**config.mk**
```make
export PLATFORM = sky130hd
export DESIGN_NAME = clock_generator
export DESIGN_NICKNAME = d
export VERILOG_FILES = /design/src/rtl/clock_generator.sv
export SDC_FILE = /design/constraint.sdc
export NUM_CORES = 1
export LEC_CHECK = 0
export BUFFER_PORTS_ARGS = -buffer_cell sky130_fd_sc_hd__buf_2
export CAP_MARGIN = 40
export CORE_MARGIN = 3
export CORE_UTILIZATION = 33
export DETAILED_ROUTE_END_ITERATION = 10
export PLACE_DENSITY_LB_ADDON = 0.2
export SKIP_LAST_GASP = 1
export SYNTH_ARGS = -nofsm -noshare
export SYNTH_HDL_FRONTEND = slang
export SYNTH_SLANG_ARGS = --single-unit
```
**constraint.sdc**
```tcl
create_clock -name clock_100mhz -period 4.33 [get_ports clock_100mhz]
set_input_delay 0.2165 -clock clock_100mhz [delete_from_list [all_inputs] [get_ports clock_100mhz]]
set_output_delay 0.2165 -clock clock_100mhz [all_outputs]
set_load 0.05 [all_outputs]
```
**src/rtl/clock_generator.sv**
```systemverilog
// clock_generator: produces the CPU clock from clock_100mhz in fast, slow,
// single-step and halt modes. Mode/divisor changes are taken only at the
// falling edge of the generated clock (or while idle), so no short pulses
// are ever produced. Also provides a rise pulse and a 32-bit rise counter.
module clock_generator #(
    parameter int DIV_WIDTH  = 5,
    parameter int SLOW_SHIFT = 18,
    parameter int CNT_WIDTH  = DIV_WIDTH + SLOW_SHIFT + 1
) (
    input  logic                 clock_100mhz,
    input  logic                 reset,
    input  logic [DIV_WIDTH-1:0] clock_divisor,
    input  logic [1:0]           mode,
    input  logic                 step_request,
    output logic                 clock_divided,
    output logic                 clock_enable,
    output logic [1:0]           mode_applied,
    output logic                 step_busy,
    output logic [31:0]          rise_count
);

    typedef enum logic [1:0] {
        MODE_FAST = 2'b00,
        MODE_SLOW = 2'b01,
        MODE_STEP = 2'b10,
        MODE_HALT = 2'b11
    } mode_t;

    // Constant part of the slow half period: 2^(SLOW_SHIFT-1) + 1
    localparam logic [CNT_WIDTH-1:0] SLOW_BIAS =
        (CNT_WIDTH'(1) << (SLOW_SHIFT - 1)) + CNT_WIDTH'(1);

    // Registered state
    mode_t                r_mode;
    logic [DIV_WIDTH-1:0] r_da;
    logic [CNT_WIDTH-1:0] r_cnt;
    logic                 r_clk;
    logic                 r_en;
    logic                 r_step_act;
    logic                 r_pend;
    logic                 r_req_prev;
    logic [31:0]          r_rise;

    // Next-state values
    mode_t                w_mode_nxt;
    logic [DIV_WIDTH-1:0] w_da_nxt;
    logic [CNT_WIDTH-1:0] w_cnt_nxt;
    logic                 w_clk_nxt;
    logic                 w_en_nxt;
    logic                 w_step_act_nxt;
    logic                 w_pend_nxt;
    logic [31:0]          w_rise_nxt;

    // Decode helpers
    mode_t                w_mode_in;
    logic [CNT_WIDTH-1:0] w_da_ext;
    logic [CNT_WIDTH-1:0] w_half;
    logic                 w_tc;
    logic                 w_idle;
    logic                 w_edge;

    assign w_mode_in = mode_t'(mode);
    assign w_da_ext  = CNT_WIDTH'(r_da);
    assign w_half    = (r_mode == MODE_SLOW) ? (w_da_ext << SLOW_SHIFT) + SLOW_BIAS
                                             : w_da_ext + CNT_WIDTH'(2);
    assign w_tc      = (r_cnt == w_half - CNT_WIDTH'(1));
    assign w_idle    = (r_mode == MODE_HALT) || ((r_mode == MODE_STEP) && !r_step_act);
    assign w_edge    = step_request && !r_req_prev;

    // Next-state logic: idle sampling, phase toggles and step sequencing
    always_comb begin
        w_mode_nxt     = r_mode;
        w_da_nxt       = r_da;
        w_cnt_nxt      = r_cnt + CNT_WIDTH'(1);
        w_clk_nxt      = r_clk;
        w_en_nxt       = 1'b0;
        w_step_act_nxt = r_step_act;
        w_pend_nxt     = r_pend;
        w_rise_nxt     = r_rise;

        if (w_idle) begin
            // Idle: every cycle is an update point; output held low
            w_mode_nxt     = w_mode_in;
            w_da_nxt       = clock_divisor;
            w_cnt_nxt      = '0;
            w_clk_nxt      = 1'b0;
            w_step_act_nxt = 1'b0;
            w_pend_nxt     = 1'b0;
            if ((w_mode_in == MODE_STEP) && w_edge) begin
                w_clk_nxt      = 1'b1;
                w_en_nxt       = 1'b1;
                w_rise_nxt     = r_rise + 32'd1;
                w_step_act_nxt = 1'b1;
            end
        end else if (w_tc) begin
            w_cnt_nxt = '0;
            if (r_clk) begin
                // Falling toggle: the only running update point
                w_clk_nxt  = 1'b0;
                w_mode_nxt = w_mode_in;
                w_da_nxt   = clock_divisor;
                if ((r_mode == MODE_STEP) && w_edge)
                    w_pend_nxt = 1'b1;
                // A step keeps running its low phase only if step stays selected
                w_step_act_nxt = (r_mode == MODE_STEP) && (w_mode_in == MODE_STEP);
                if (w_mode_in != MODE_STEP)
                    w_pend_nxt = 1'b0;
            end else if (r_mode == MODE_STEP) begin
                // End of a step's low phase: chain a pending step or go idle.
                // An edge landing on this cycle counts as pending.
                if (r_pend || w_edge) begin
                    w_clk_nxt  = 1'b1;
                    w_en_nxt   = 1'b1;
                    w_rise_nxt = r_rise + 32'd1;
                    w_pend_nxt = 1'b0;
                end else begin
                    w_step_act_nxt = 1'b0;
                end
            end else begin
                w_clk_nxt  = 1'b1;
                w_en_nxt   = 1'b1;
                w_rise_nxt = r_rise + 32'd1;
            end
        end else if ((r_mode == MODE_STEP) && w_edge) begin
            // Mid-step edge: remember at most one further step
            w_pend_nxt = 1'b1;
        end
    end

    // State register with asynchronous active-high reset
    always_ff @(posedge clock_100mhz or posedge reset) begin
        if (reset) begin
            r_mode     <= MODE_HALT;
            r_da       <= '0;
            r_cnt      <= '0;
            r_clk      <= 1'b0;
            r_en       <= 1'b0;
            r_step_act <= 1'b0;
            r_pend     <= 1'b0;
            r_req_prev <= 1'b0;
            r_rise     <= '0;
        end else begin
            r_mode     <= w_mode_nxt;
            r_da       <= w_da_nxt;
            r_cnt      <= w_cnt_nxt;
            r_clk      <= w_clk_nxt;
            r_en       <= w_en_nxt;
            r_step_act <= w_step_act_nxt;
            r_pend     <= w_pend_nxt;
            r_req_prev <= step_request;
            r_rise     <= w_rise_nxt;
        end
    end

    assign clock_divided = r_clk;
    assign clock_enable  = r_en;
    assign mode_applied  = r_mode;
    assign step_busy     = r_step_act || r_pend;
    assign rise_count    = r_rise;

endmodule

```
==> impl_metrics.tcl, run 1 <==
set metrics [dict create \
    worstSetupPathType "register to register" \
    grt_overflow 0 \
    dieArea_um2 13200 \
    grtUsageMet1_pct 19.68 \
    grt_max_degree 29 \
    dpl_cell_area_um2 4372 \
    ys_warn_count 0 \
    grtUsageMet2_pct 20.41 \
    rsz0062_at_grt "false" \
    multi_input_area_um2 2102 \
    synth_top_cell_area_share_pct 42.23 \
    worst-path-max-fanout 24 \
    powerDensity_nw_per_um2 574.2 \
    cts.reportedPaths.clkPinSlew_ps 60 \
    yosysTopAreaCell "dfrtp_1" \
    grt_usage_pct 14.13 \
    drt_iter0_drc 134 \
    die_y_um 114.9 \
    top_usage_layer "met2" \
    die_w_um 114.9 \
    cts_tree "yes" \
    clock_latency_ps 330 \
    grt_first_pass_wirelength_mm 14.92 \
    clk_path_buf_depth 2 \
    fin_skew_ps 6.206 \
    clkSinkCount 68 \
    ys_types 47 \
    maxCapViolations 0 \
    crit_path_end_kind "register" \
    tns_ps 0 \
    wl_per_cell_um 14.72 \
    vdd_drop_max_mv 0.2662 \
    placement.io_buffers 46 \
    syn_area_um2 3911 \
    viasPerCell 5.007 \
    place_hpwl_mm 6.013 \
    wl_mm 8.623 \
    worst_hold_slack_ps 115.8 \
    ys_seq_elements 68 \
    core_um2 11520 \
    dr.pass1.iters 4 \
    clock.fmax_mhz 263.8 \
    vias 2934 \
    fin_crit_sh_pct 87.55 \
    place_congestion 0.7888 \
    design_area_um2 4730 \
    ys.flop_type "dfrtp_1" \
    start_kind "register" \
    drv_slew 0 \
    antenna_left 0 \
    htree_levels 3 \
    cts_buffers 9 \
    finalHoldViolCount 0 \
    status "completed" \
    syn-instance-count 389 \
    synth.yosys.seq_area_share_pct 43.57 \
    num_antenna_cells 0 \
    fp-row-count 39 \
    nFillCells 1113 \
    crit_required_ps 4590 \
    nets 454 \
    io_pins 47 \
    yosys-top-cells-area "dfrtp_1 42%, xor2_1 9.6%, xnor2_1 4.9%, nor2_1 4.5%, nor4_2 4.5%" \
    cts_setup_buffers 0 \
    worst_pin_slew_ps 805.8 \
    area_growth_syn_to_layout_pct 20.92 \
    layout-drive-gt1-share_pct 24.15 \
    p_leak_nw 2.220 \
    grtUsageMet3_pct 5.263 \
    syn-num-nets 404 \
    holdCritPathClass "primary input to register" \
    arrival_ps 4050 \
    slew_headroom_pct 46.13 \
    regArea_um2 1704 \
    cts-root-buf "clkbuf_16" \
    grt_pass1_vias 3012 \
    syn_avg_cell_area_um2 10.05 \
    synth-edff-count 0 \
    setup_violations 0 \
    start_util_pct 33.96 \
    antenna_found_initial 0 \
    period_needed_ps 3791 \
    drc 0 \
    synth_async_sr_flop_share_pct 100.0 \
]
-- critical path, cell delays in order (launching register included) --
cell and delay (ps):
dfrtp_1 450, ha_1 390, nand2b_1 220, nor3_1 260
nor3b_1 260, ha_1 280, xnor2_1 130, nor3_1 160
o211ai_1 150, a2111oi_4 310, a31oi_4 300, buf_16 260
nor4b_1 360, xor2_1 170
-- synthesized netlist by cell type, drive strengths merged, types with 3 or more instances --
| master | n |
|---|---|
| a31oi | 4 |
| nor4b | 6 |
| ha | 5 |
| buf | 5 |
| xor2 | 43 |
| nand4 | 10 |
| mux2i | 5 |
| and2 | 4 |
| a21oi | 7 |
| nor2 | 47 |
| o21ai | 8 |
| dfrtp | 66 |
| nand2b | 7 |
| nand3 | 18 |
| a2111oi | 3 |
| nor4 | 15 |
| xnor2 | 22 |
| nor3 | 12 |
| nand2 | 24 |
| nor3b | 6 |
| mux2 | 10 |
| nor2b | 4 |
| inv | 10 |
| clkbuf | 13 |
| and3 | 12 |
| or2 | 3 |
-- stage by stage --
stage	power [W]	worst slack, ps	instances	util [%]
6_report	0.002716	539.2	586	41.07
5_1_grt	0.002897	197.5	586	41.07
4_1_cts	0.002756	502.4	586	41.07
3_5_place_dp	0.001890	519.7	569	37.96
3_3_place_gp	0.001871	573.0	565	37.26
2_1_floorplan	0.001642	724.1	389	-
-- metal layers --
layer	up-vias	wire (um)	part of all wire [%]
met4	0	112	1.3
met3	9	439	5.1
met1	1422	4179	48
met5	-	0	0
li1	1446	-	-
met2	57	3891	45
-- path summary, 6_finish.rpt --
path / to / cells after the start / startpoint / slack (ps)
worst min-delay path: r_da[4] / 2 / clock_divisor[4] / 120
min in group asynchronous: rise_count[6] / 3 / reset / 460
worst max register to register: rise_count[12] / 13 / r_da[1] / 540
worst min register to register: rise_count[8] / 1 / rise_count[8] / 490
max in group asynchronous: r_da[3] / 5 / reset / 2940
worst max-delay path: rise_count[12] / 13 / r_da[1] / 540
-- cell type report --
cell class              instances  area share, %
multi-input cells             293          44.44
clock buffers                   9          4.762
inverters                      10         0.7937
flip-flops and latches         68          36.03
repair buffers                 57          7.804
clock inverters                 6          2.381
well taps                     143          3.783
-- kinds of logic (layout without fill, tap and decap cells) --
logic type / after synthesis / after routing / share of synthesized area [%]
compound gates: 29 / 29 / 6.270
xor+xnor: 65 / 65 / 14.56
fa+ha+maj: 5 / 5 / 1.599
buf+inv: 28 / 82 / 2.911
flops: 68 / 68 / 43.57
mux: 15 / 15 / 4.159
simple gates: 179 / 179 / 26.94
-- cells in the final DEF (no fill, tap or decap), types with 10 or more instances in the layout --
master	instances
and3_1	12
buf_2	46
dfrtp_1	66
mux2_2	10
nand2_1	24
nand3_1	18
nand4_1	10
nor2_1	47
nor3_1	12
nor4_2	14
xnor2_1	22
xor2_1	43
-- what timing repair did --
| action | in CTS | in global routing |
|---|---|---|
| hold buffers | 2 | 0 |
| gates resized for setup | 0 | 0 |
| hold endpoints to repair | 21 | 0 |
-- where the power goes --
part,total [W],switching (W),internal [W]
Clock,0.000842,0.000281,0.000561
Sequential,0.000849,0.000131,0.000717
Combinational,0.00102,0.000621,0.000404
Total,0.00272,0.00103,0.00168
-- registers in the layout (all words and copies together), names as in the netlist --
name           count
r_cnt             24
clock_enable       1
r_req_prev         1
rise_count        32
r_step_act         1
mode_applied       2
clock_divided      1
r_pend             1
r_da               5
Power figures use the tool's default switching activity.
==> run 2, diff against run 1 <==
--- a/config.mk
+++ b/config.mk
@@ -8,7 +8,7 @@
 export BUFFER_PORTS_ARGS = -buffer_cell sky130_fd_sc_hd__buf_2
 export CAP_MARGIN = 40
 export CORE_MARGIN = 3
-export CORE_UTILIZATION = 33
+export CORE_UTILIZATION = 55
 export DETAILED_ROUTE_END_ITERATION = 10
 export PLACE_DENSITY_LB_ADDON = 0.2
 export SKIP_LAST_GASP = 1
==> impl_metrics.tcl, run 2 (synthesized netlist as in run 1, its figures left out) <==
set metrics [dict create \
    drc 0 \
    slowest_stage "dfrtp_1" \
    wl_met2_mm 3.787 \
    fin_crit_sh_pct 88.06 \
    die_w_um 90.33 \
    p_leak_nw 2.137 \
    wl_mm 8.211 \
    drv_slew 0 \
    vdd_drop_max_mv 0.3171 \
    arrival_ps 4080 \
    rsz0062_at_grt "false" \
    grt_first_pass_wirelength_mm 14.36 \
    p_sw_share_pct 41.16 \
    grt_overflow 0 \
    min-delay-start "clock_divisor[4]" \
    fin_skew_ps 14.73 \
    viasPerCell 5.538 \
    antenna_left 0 \
    layout.cells.non_filler 537 \
    htree_levels 3 \
    p_int_w 0.001432 \
    layout-drive-gt1-share_pct 23.58 \
    pwr-share-comb_pct 42.2 \
    crit_start "r_da[1]" \
    dpl_cell_area_um2 4274 \
    topRoutingLayerUsed "met4" \
    met1_length_mm 4.003 \
    r2r_setup_slack_ps 520 \
    placement.io_buffers 46 \
    clock.fmax_mhz 262.3 \
    worstSetupPathType "register to register" \
    start_util_pct 57.25 \
    place_congestion 0.9025 \
    io_pins 47 \
    seqPwrFrac_pct 34.7 \
    crit_required_ps 4600 \
    nFillCells 584 \
    num_antenna_cells 0 \
    place_inst 520 \
    grt_usage_pct 21.45 \
    r2r_start "r_da[1]" \
    final_common_cell "dfrtp_1" \
    status "completed" \
    fp-row-count 30 \
    maxCapViolations 0 \
    area_growth_syn_to_layout_pct 15.04 \
    cts_buffers 9 \
    worst_pin_slew_ps 816.0 \
    layout_common_cells "66 x dfrtp_1, 47 x nor2_1, 46 x buf_2" \
    rr_endpoint "rise_count[12]" \
    clk_path_buf_depth 2 \
    core_um2 6832 \
    tns_ps 0 \
    clock_latency_ps 350 \
    whs_path_depth 2 \
    cts_tree "yes" \
    setup_violations 0 \
    reg2reg_depth 13 \
    slew_headroom_pct 45.45 \
    dr_wl_met3_um 316 \
    drt_iter0_drc 146 \
    vias 2974 \
    holdCritPathClass "primary input to register" \
    dr.pass1.iters 4 \
    p_sw_w 0.001002 \
    dieArea_um2 8160 \
    nets 452 \
    powerDensity_nw_per_um2 541.0 \
    grt_pass1_vias 2923 \
    period_needed_ps 3813 \
    antenna_found_initial 0 \
    finalHoldViolCount 0 \
    pwr-share-clk_pct 23.0 \
    crit_path_end_kind "register" \
    place_hpwl_mm 5.605 \
    clkSinkCount 68 \
    path_cells "ha_1 > nand2b_1 > nor3_1 > nor3b_1 > ha_1 > xnor2_1 > nor3_1 > o211ai_1 > a2111oi_4 > a31oi_4 > buf_16 > nor4b_1 > xor2_1" \
    start_kind "register" \
    grt_max_degree 53 \
    design_area_um2 4499 \
    cts-root-buf "clkbuf_8" \
    cts.reportedPaths.clkPinSlew_ps 70 \
    die_y_um 90.33 \
    min_to "r_da[4]" \
    worst-path-max-fanout 26 \
    largest_reg_flops 32 \
    critPathMaxStageDelay_ps 450 \
    wl_per_cell_um 15.29 \
]
-- run 2: timing repair --
action,in CTS,in global routing
setup buffers,0,0
gates resized for setup,0,0
endpoints found under the setup margin,0,0
hold buffers,2,0
hold endpoints to repair,17,0
-- run 2: worst max-delay path by stage --
stage / end / cells past startpoint
3_5_place_dp: rise_count[12] / 13
2_1_floorplan: rise_count[22] / 14
5_1_grt: rise_count[12] / 13
3_3_place_gp: rise_count[12] / 12
6_report: rise_count[12] / 13
4_1_cts: rise_count[28] / 13
-- run 2: stage by stage --
step	hold slack, ps	total power, W	setup slack, ps	util, %
final	97.16	0.002434	517.2	65.86
after global routing	102.4	0.002572	285.6	65.86
after CTS	88.61	0.002437	555.8	65.86
after floorplan	247.9	0.001642	724.1	-
after detailed placement	235.5	0.001866	596.9	62.56
after global placement	222.6	0.001837	629.9	61.83
-- run 2: critical path: cells and delay by family, from the launching register on --
kind                       cells  cell delay, ps
adders and majority gates      2             680
AOI/OAI and AO/OA              3             750
DFF                            1             450
and+or+nand+nor                5            1280
buffers and inverters          1             240
xor gates and xnor gates       2             330
-- run 2: cell type report --
| cell class | instances | area [um^2] | area share (%) |
|---|---|---|---|
| clock inverters | 5 | 77.57 | 1.724 |
| multi-input cells | 293 | 2102 | 46.72 |
| clock buffers | 10 | 127.6 | 2.836 |
| inverters | 10 | 37.54 | 0.8343 |
| flip-flops and latches | 68 | 1704 | 37.88 |
| well taps | 96 | 120.1 | 2.670 |
| repair buffers | 55 | 330.3 | 7.341 |
-- run 2: power by group through the flow --
stage,sequential [W],combinational (W),clock [W]
after detailed placement,0.000856,0.00101,0
final,0.000846,0.00103,0.000561
after global placement,0.000852,0.000984,0
after CTS,0.000843,0.00102,0.000571
after floorplan,0.000901,0.000740,0
after global routing,0.000865,0.00111,0.000601
-- run 2: routing by layer --
layer  up-vias  GRT usage, %
met4         0         7.653
met2        60         32.67
li1       1447             -
met5         -             0
met1      1462         30.71
met3         5         4.083
